$ cat config.mk
export PLATFORM = sky130hd
export DESIGN_NAME = riscv_core_dpath_vec_wb_assembler
export DESIGN_NICKNAME = d
export VERILOG_FILES = /design/src/rtl/riscv_core_dpath_vec_wb_assembler_pkg.sv /design/src/rtl/riscv_core_dpath_vec_wb_assembler_lane_decode.sv /design/src/rtl/riscv_core_dpath_vec_wb_assembler.sv
export SDC_FILE = /design/constraint.sdc
export NUM_CORES = 1
export LEC_CHECK = 0
export ABC_CLOCK_PERIOD_IN_PS = 4450
export BUFFER_PORTS_ARGS = -buffer_cell sky130_fd_sc_hd__clkbuf_2
export CAP_MARGIN = 20
export CORE_UTILIZATION = 50
export CTS_BUF_LIST = sky130_fd_sc_hd__clkbuf_16
export DETAILED_ROUTE_END_ITERATION = 12
export HOLD_SLACK_MARGIN = 0.08
export PLACE_DENSITY = 0.81
export RECOVER_POWER = 25
export SLEW_MARGIN = 15
export SYNTH_ARGS = -nofsm -noshare
export SYNTH_HDL_FRONTEND = slang
export SYNTH_HIERARCHICAL = 1
export SYNTH_SLANG_ARGS = --single-unit
export TNS_END_PERCENT = 30
$ cat constraint.sdc
create_clock -name clk -period 4.45 [get_ports clk]
set_input_delay 0.445 -clock clk [delete_from_list [all_inputs] [get_ports clk]]
set_output_delay 0.445 -clock clk [all_outputs]
set_load 0.1 [all_outputs]
$ cat src/rtl/riscv_core_dpath_vec_wb_assembler_pkg.sv
// Shared definitions for the vector writeback assembler: register geometry,
// FSM encoding and the vector-length clamp.
package riscv_core_dpath_vec_wb_assembler_pkg;

  localparam int VEC_NLANES = 8;
  localparam int VEC_ELEM_W = 32;
  localparam int VEC_REG_W  = VEC_NLANES * VEC_ELEM_W;

  typedef enum logic [1:0] {
    VWB_IDLE    = 2'd0,
    VWB_COLLECT = 2'd1,
    VWB_WRITE   = 2'd2
  } vwb_state_e;

  // Requested lengths beyond the register's lane count saturate at a full register.
  function automatic logic [3:0] vwb_clamp_vl(input logic [3:0] vl);
    return (vl > 4'(VEC_NLANES)) ? 4'(VEC_NLANES) : vl;
  endfunction

endpackage

$ cat src/rtl/riscv_core_dpath_vec_wb_assembler_lane_decode.sv
// Lane index to one-hot lane write-enable decoder used by the staging buffer.
module riscv_core_dpath_vec_lane_decode
  import riscv_core_dpath_vec_wb_assembler_pkg::*;
#(
  parameter int NLANES = VEC_NLANES,
  parameter int IW     = $clog2(NLANES)
) (
  input  logic [IW-1:0]     lane_idx_i,
  input  logic              en_i,
  output logic [NLANES-1:0] lane_we_o
);

  // NOTE: assign every always_comb output a default before any branch so no latch is inferred.
  always_comb begin
    lane_we_o = '0;
    if (en_i) lane_we_o[lane_idx_i] = 1'b1;
  end

endmodule

$ cat src/rtl/riscv_core_dpath_vec_wb_assembler.sv
// Collects vl 32-bit elements into a 256-bit staging buffer and issues one regfile write.
// Build option RISCV_VEC_WB_TAIL_ZERO_EN: clear the buffer on job start so tail lanes write as zero.
module riscv_core_dpath_vec_wb_assembler
  import riscv_core_dpath_vec_wb_assembler_pkg::*;
#(
  parameter int NLANES = VEC_NLANES,
  parameter int ELEM_W = VEC_ELEM_W,
  parameter int AW     = 5
) (
  input  logic                     clk,
  input  logic                     reset_n,
  input  logic                     start_val,
  output logic                     start_rdy,
  input  logic [AW-1:0]            start_waddr,
  input  logic [3:0]               start_vl,
  input  logic                     elem_val,
  output logic                     elem_rdy,
  input  logic [ELEM_W-1:0]        elem_data,
  output logic                     wen_p,
  output logic [AW-1:0]            waddr_p,
  output logic [NLANES*ELEM_W-1:0] wdata_p,
  output logic                     busy,
  output logic                     done
);

  localparam int CW = $clog2(NLANES);

  vwb_state_e               state_q, state_d;
  logic [CW-1:0]            cnt_q, cnt_d;
  logic [3:0]               vl_q, vl_d;
  logic [AW-1:0]            waddr_q, waddr_d;
  logic                     zdone_q, zdone_d;
  logic [NLANES*ELEM_W-1:0] buf_q;
  logic [NLANES-1:0]        lane_we;
  logic [3:0]               vl_clamped;
  logic                     start_fire, elem_fire, last_elem;

  assign vl_clamped = vwb_clamp_vl(start_vl);
  assign start_rdy  = (state_q == VWB_IDLE);
  assign elem_rdy   = (state_q == VWB_COLLECT);
  assign start_fire = start_val && start_rdy;
  assign elem_fire  = elem_val && elem_rdy;
  assign last_elem  = (4'(cnt_q) == vl_q - 4'd1);

  always_comb begin
    state_d = state_q;
    cnt_d   = cnt_q;
    vl_d    = vl_q;
    waddr_d = waddr_q;
    zdone_d = 1'b0;
    unique case (state_q)
      VWB_IDLE: begin
        if (start_val) begin
          vl_d    = vl_clamped;
          waddr_d = start_waddr;
          cnt_d   = '0;
          if (vl_clamped == 4'd0) zdone_d = 1'b1;
          else                    state_d = VWB_COLLECT;
        end
      end
      VWB_COLLECT: begin
        if (elem_val) begin
          cnt_d = cnt_q + CW'(1);
          if (last_elem) begin
            cnt_d   = '0;
            state_d = VWB_WRITE;
          end
        end
      end
      VWB_WRITE: state_d = VWB_IDLE;
      default:   state_d = VWB_IDLE;
    endcase
  end

  // NOTE: sequential state uses non-blocking assignments so every flop samples pre-edge values.
  always_ff @(posedge clk or negedge reset_n) begin
    if (!reset_n) begin
      state_q <= VWB_IDLE;
      cnt_q   <= '0;
      vl_q    <= '0;
      waddr_q <= '0;
      zdone_q <= 1'b0;
    end else begin
      state_q <= state_d;
      cnt_q   <= cnt_d;
      vl_q    <= vl_d;
      waddr_q <= waddr_d;
      zdone_q <= zdone_d;
    end
  end

  riscv_core_dpath_vec_lane_decode #(
    .NLANES (NLANES)
  ) u_lane_decode (
    .lane_idx_i (cnt_q),
    .en_i       (elem_fire),
    .lane_we_o  (lane_we)
  );

  // NOTE: the staging buffer is reset because tail lanes are visible in the first write after reset.
  always_ff @(posedge clk or negedge reset_n) begin
    if (!reset_n) begin
      buf_q <= '0;
    end else begin
`ifdef RISCV_VEC_WB_TAIL_ZERO_EN
      if (start_fire) buf_q <= '0;
`endif
      for (int l = 0; l < NLANES; l++) begin
        if (lane_we[l]) buf_q[l*ELEM_W +: ELEM_W] <= elem_data;
      end
    end
  end

  assign busy    = (state_q != VWB_IDLE);
  assign wen_p   = (state_q == VWB_WRITE);
  assign done    = wen_p || zdone_q;
  assign waddr_p = waddr_q;
  assign wdata_p = buf_q;

endmodule

==> results.yml <==
yosys:
  async_flop_share_pct: 100.0
  synth_cell_types: 34
  yosysWarnings: 6
  synth_cells: 620
  synth_area_mm2: 0.01028
  syn_nets: 667
  synth_ff_type: "dfrtp_1"
  synth_seq_cells: 271
  synth_seq_area_share_pct: 65.94
  syn_avg_cell_area_um2: 16.59
  synth-edff-count: 0
flow_run:
  maxCapViolations: 0
floorplanning:
  dieWidth_um: 145.4
  num_rows: 52
  start_util_pct: 50.99
  coreArea_mm2: 0.02017
  die_height_um: 145.4
  io_pins: 311
  die-area_mm2: 0.02114
clocking:
  clock_path_buffers: 3
  cts-root-buf: "clkbuf_16"
  cts_made_buffers: 28
  cts_max_level: 1
  clock_latency_ps: 520
  clk_pin_slew_ps: 60
  cts_tree: "done"
  cts.repair.resized: 0
  holdBufCountCts: 1
  cts_num_sinks: 271
  postCtsSetupBuffers: 0
finish:
  final_layout_size_suffix_gt1_share_pct: 30.05
  fin_nets: 980
  regArea_mm2: 0.006782
  syn2layout_area_growth_pct: 24.83
  n_antenna_cell: 0
  fill_cells: 1535
  stdcell_count: 1225
  multi_input_comb_area_mm2: 0.003323
  final_common_cell: "dfrtp_1"
  final_cell_mix: "271 x dfrtp_1, 262 x mux2_1, 235 x clkbuf_2, 74 x clkbuf_1, 29 x clkbuf_16"
global_routing:
  track_usage_pct: 22.99
  grt_first_pass_wirelength_mm: 38.26
  grt.overflow.total: 0
  grt_max_degree: 117
  antenna_found_initial: 0
  grt_pass1_vias: 6660
sta:
  slew_violations: 0
  min_period_ps: 2653
  setup_viol: 0
  hold_viol: 0
  finClkSkew_ps: 8.109
  rsz0062_at_grt: "no"
  slew_headroom_pct: 19.24
  tightest_slew_ps: 1217
  final.setup.tns_ps: 0
  period_share_pct: 59.61
  max_freq_ghz: 0.3770
placed_design:
  hpwl_mm: 15.53
  post-place-cells: 1171
  gp_congestion: 0.7481
  io_buffers: 310
run_status:
  status: "completed"
worst_setup_path:
  critPathMaxFanout: 32
  cpLargestDelayFamily: "simple AND/OR/NAND/NOR gates"
  arrival_ps: 3040
  crit_type: "flip-flop to flip-flop"
  cp_slowest_cell: "and4bb_2"
  path_cells: "nand2b_1, nor2_1, and4bb_2, mux2_1"
  critPathBufInv: 0
  cp-end-kind: "flip-flop"
  critPathRequiredTime_ps: 4840
  cp-start-kind: "flip-flop"
  r2r_slack_ps: 1800
  cpPeakStageDelay_ps: 1040
drt:
  vias: 6344
  drc: 0
  antenna_left: 0
  routed_wl_mm: 23.60
  wl_per_cell_um: 19.27
  first_iter_violations: 150
  dr.pass1.iters: 4
  viasPerCell: 5.179
hold_path:
  hold_path.class: "input port to flip-flop"
-- area by class of cell --
class	instances	area share (%)
Clock buffer	29	5.653
Clock inverter	23	0.7895
Inverter	5	0.1462
Multi-Input combinational cell	311	25.89
Sequential cell	271	52.83
Tap cell	270	2.632
Timing Repair Buffer	316	12.07
-- routing by layer --
| metal | vias up | wire length (um) | GRT usage, % |
|---|---|---|---|
| met3 | 34 | 1693 | 6.050 |
| met5 | - | 0 | 0 |
| met2 | 235 | 11730 | 38.92 |
| met1 | 3248 | 9740 | 29.75 |
| met4 | 0 | 438 | 5.368 |
| li1 | 2827 | - | - |
-- kinds of logic (layout without fill, tap and decap cells) --
group | count (synthesis) | in the layout | share of synthesized area [%]
muxes | 263 | 263 | 28.79
and+or+nand+nor | 31 | 31 | 2.190
xor gates and xnor gates | 3 | 3 | 0.2556
buffers and inverters | 38 | 373 | 1.691
DFF | 271 | 271 | 65.94
adders and majority gates | 2 | 2 | 0.2433
AOI/OAI and AO/OA | 12 | 12 | 0.8882
-- path summary, 6_finish.rpt --
check,from,end,depth (start not counted)
min in group asynchronous,reset_n,wdata_p[170],2
worst max register to register,state_q[1],wdata_p[153],4
worst max-delay path,state_q[1],wdata_p[153],4
worst min register to register,wdata_p[34],wdata_p[34],1
worst min-delay path,start_waddr[4],waddr_p[4],2
max in group asynchronous,reset_n,wdata_p[140],3
-- cell usage after synthesis (2+ instances only) --
| library cell | count | area (um^2) |
|---|---|---|
| and4b_2 | 2 | 22.52 |
| o21ai_1 | 4 | 20.02 |
| clkbuf_1 | 8 | 30.03 |
| o31ai_1 | 2 | 15.01 |
| dfrtp_1 | 271 | 6782 |
| nor2b_1 | 2 | 12.51 |
| mux2_1 | 262 | 2950 |
| nor2_1 | 3 | 11.26 |
| buf_2 | 25 | 125.1 |
| nand2_1 | 5 | 18.77 |
| xor2_1 | 3 | 26.28 |
| and4bb_1 | 2 | 25.02 |
| nor2_2 | 2 | 12.51 |
| ha_1 | 2 | 25.02 |
| inv_1 | 5 | 18.77 |
| nand2b_1 | 4 | 25.02 |
-- per-stage QoR --
step                hold slack, ps  setup slack (ps)  cell area (um^2)  utilization [%]
finish                       133.8              1797             12840            63.65
global route                 134.3              1636             12840            63.65
CTS                          116.6              1805             12920            64.04
detailed placement           473.6              1809             12080            59.89
global placement             465.8              1938             12080            59.89
floorplan                    149.4              1296             10280                -
-- flip-flops by register name, summed over array words and instances (netlist names) --
register / cells
cnt_q: 3
state_q: 2
vl_q: 4
waddr_p: 5
wdata_p: 256
zdone_q: 1
-- worst reg2reg max path, cell delays in order (launching register included) --
cell      delay (ps)
dfrtp_1          430
nand2b_1         260
nor2_1           380
and4bb_2        1040
mux2_1           420
Power is left out: the tool's default activity adds up to more than one toggle a clock period on the data nets, which glitch-free logic cannot reach.
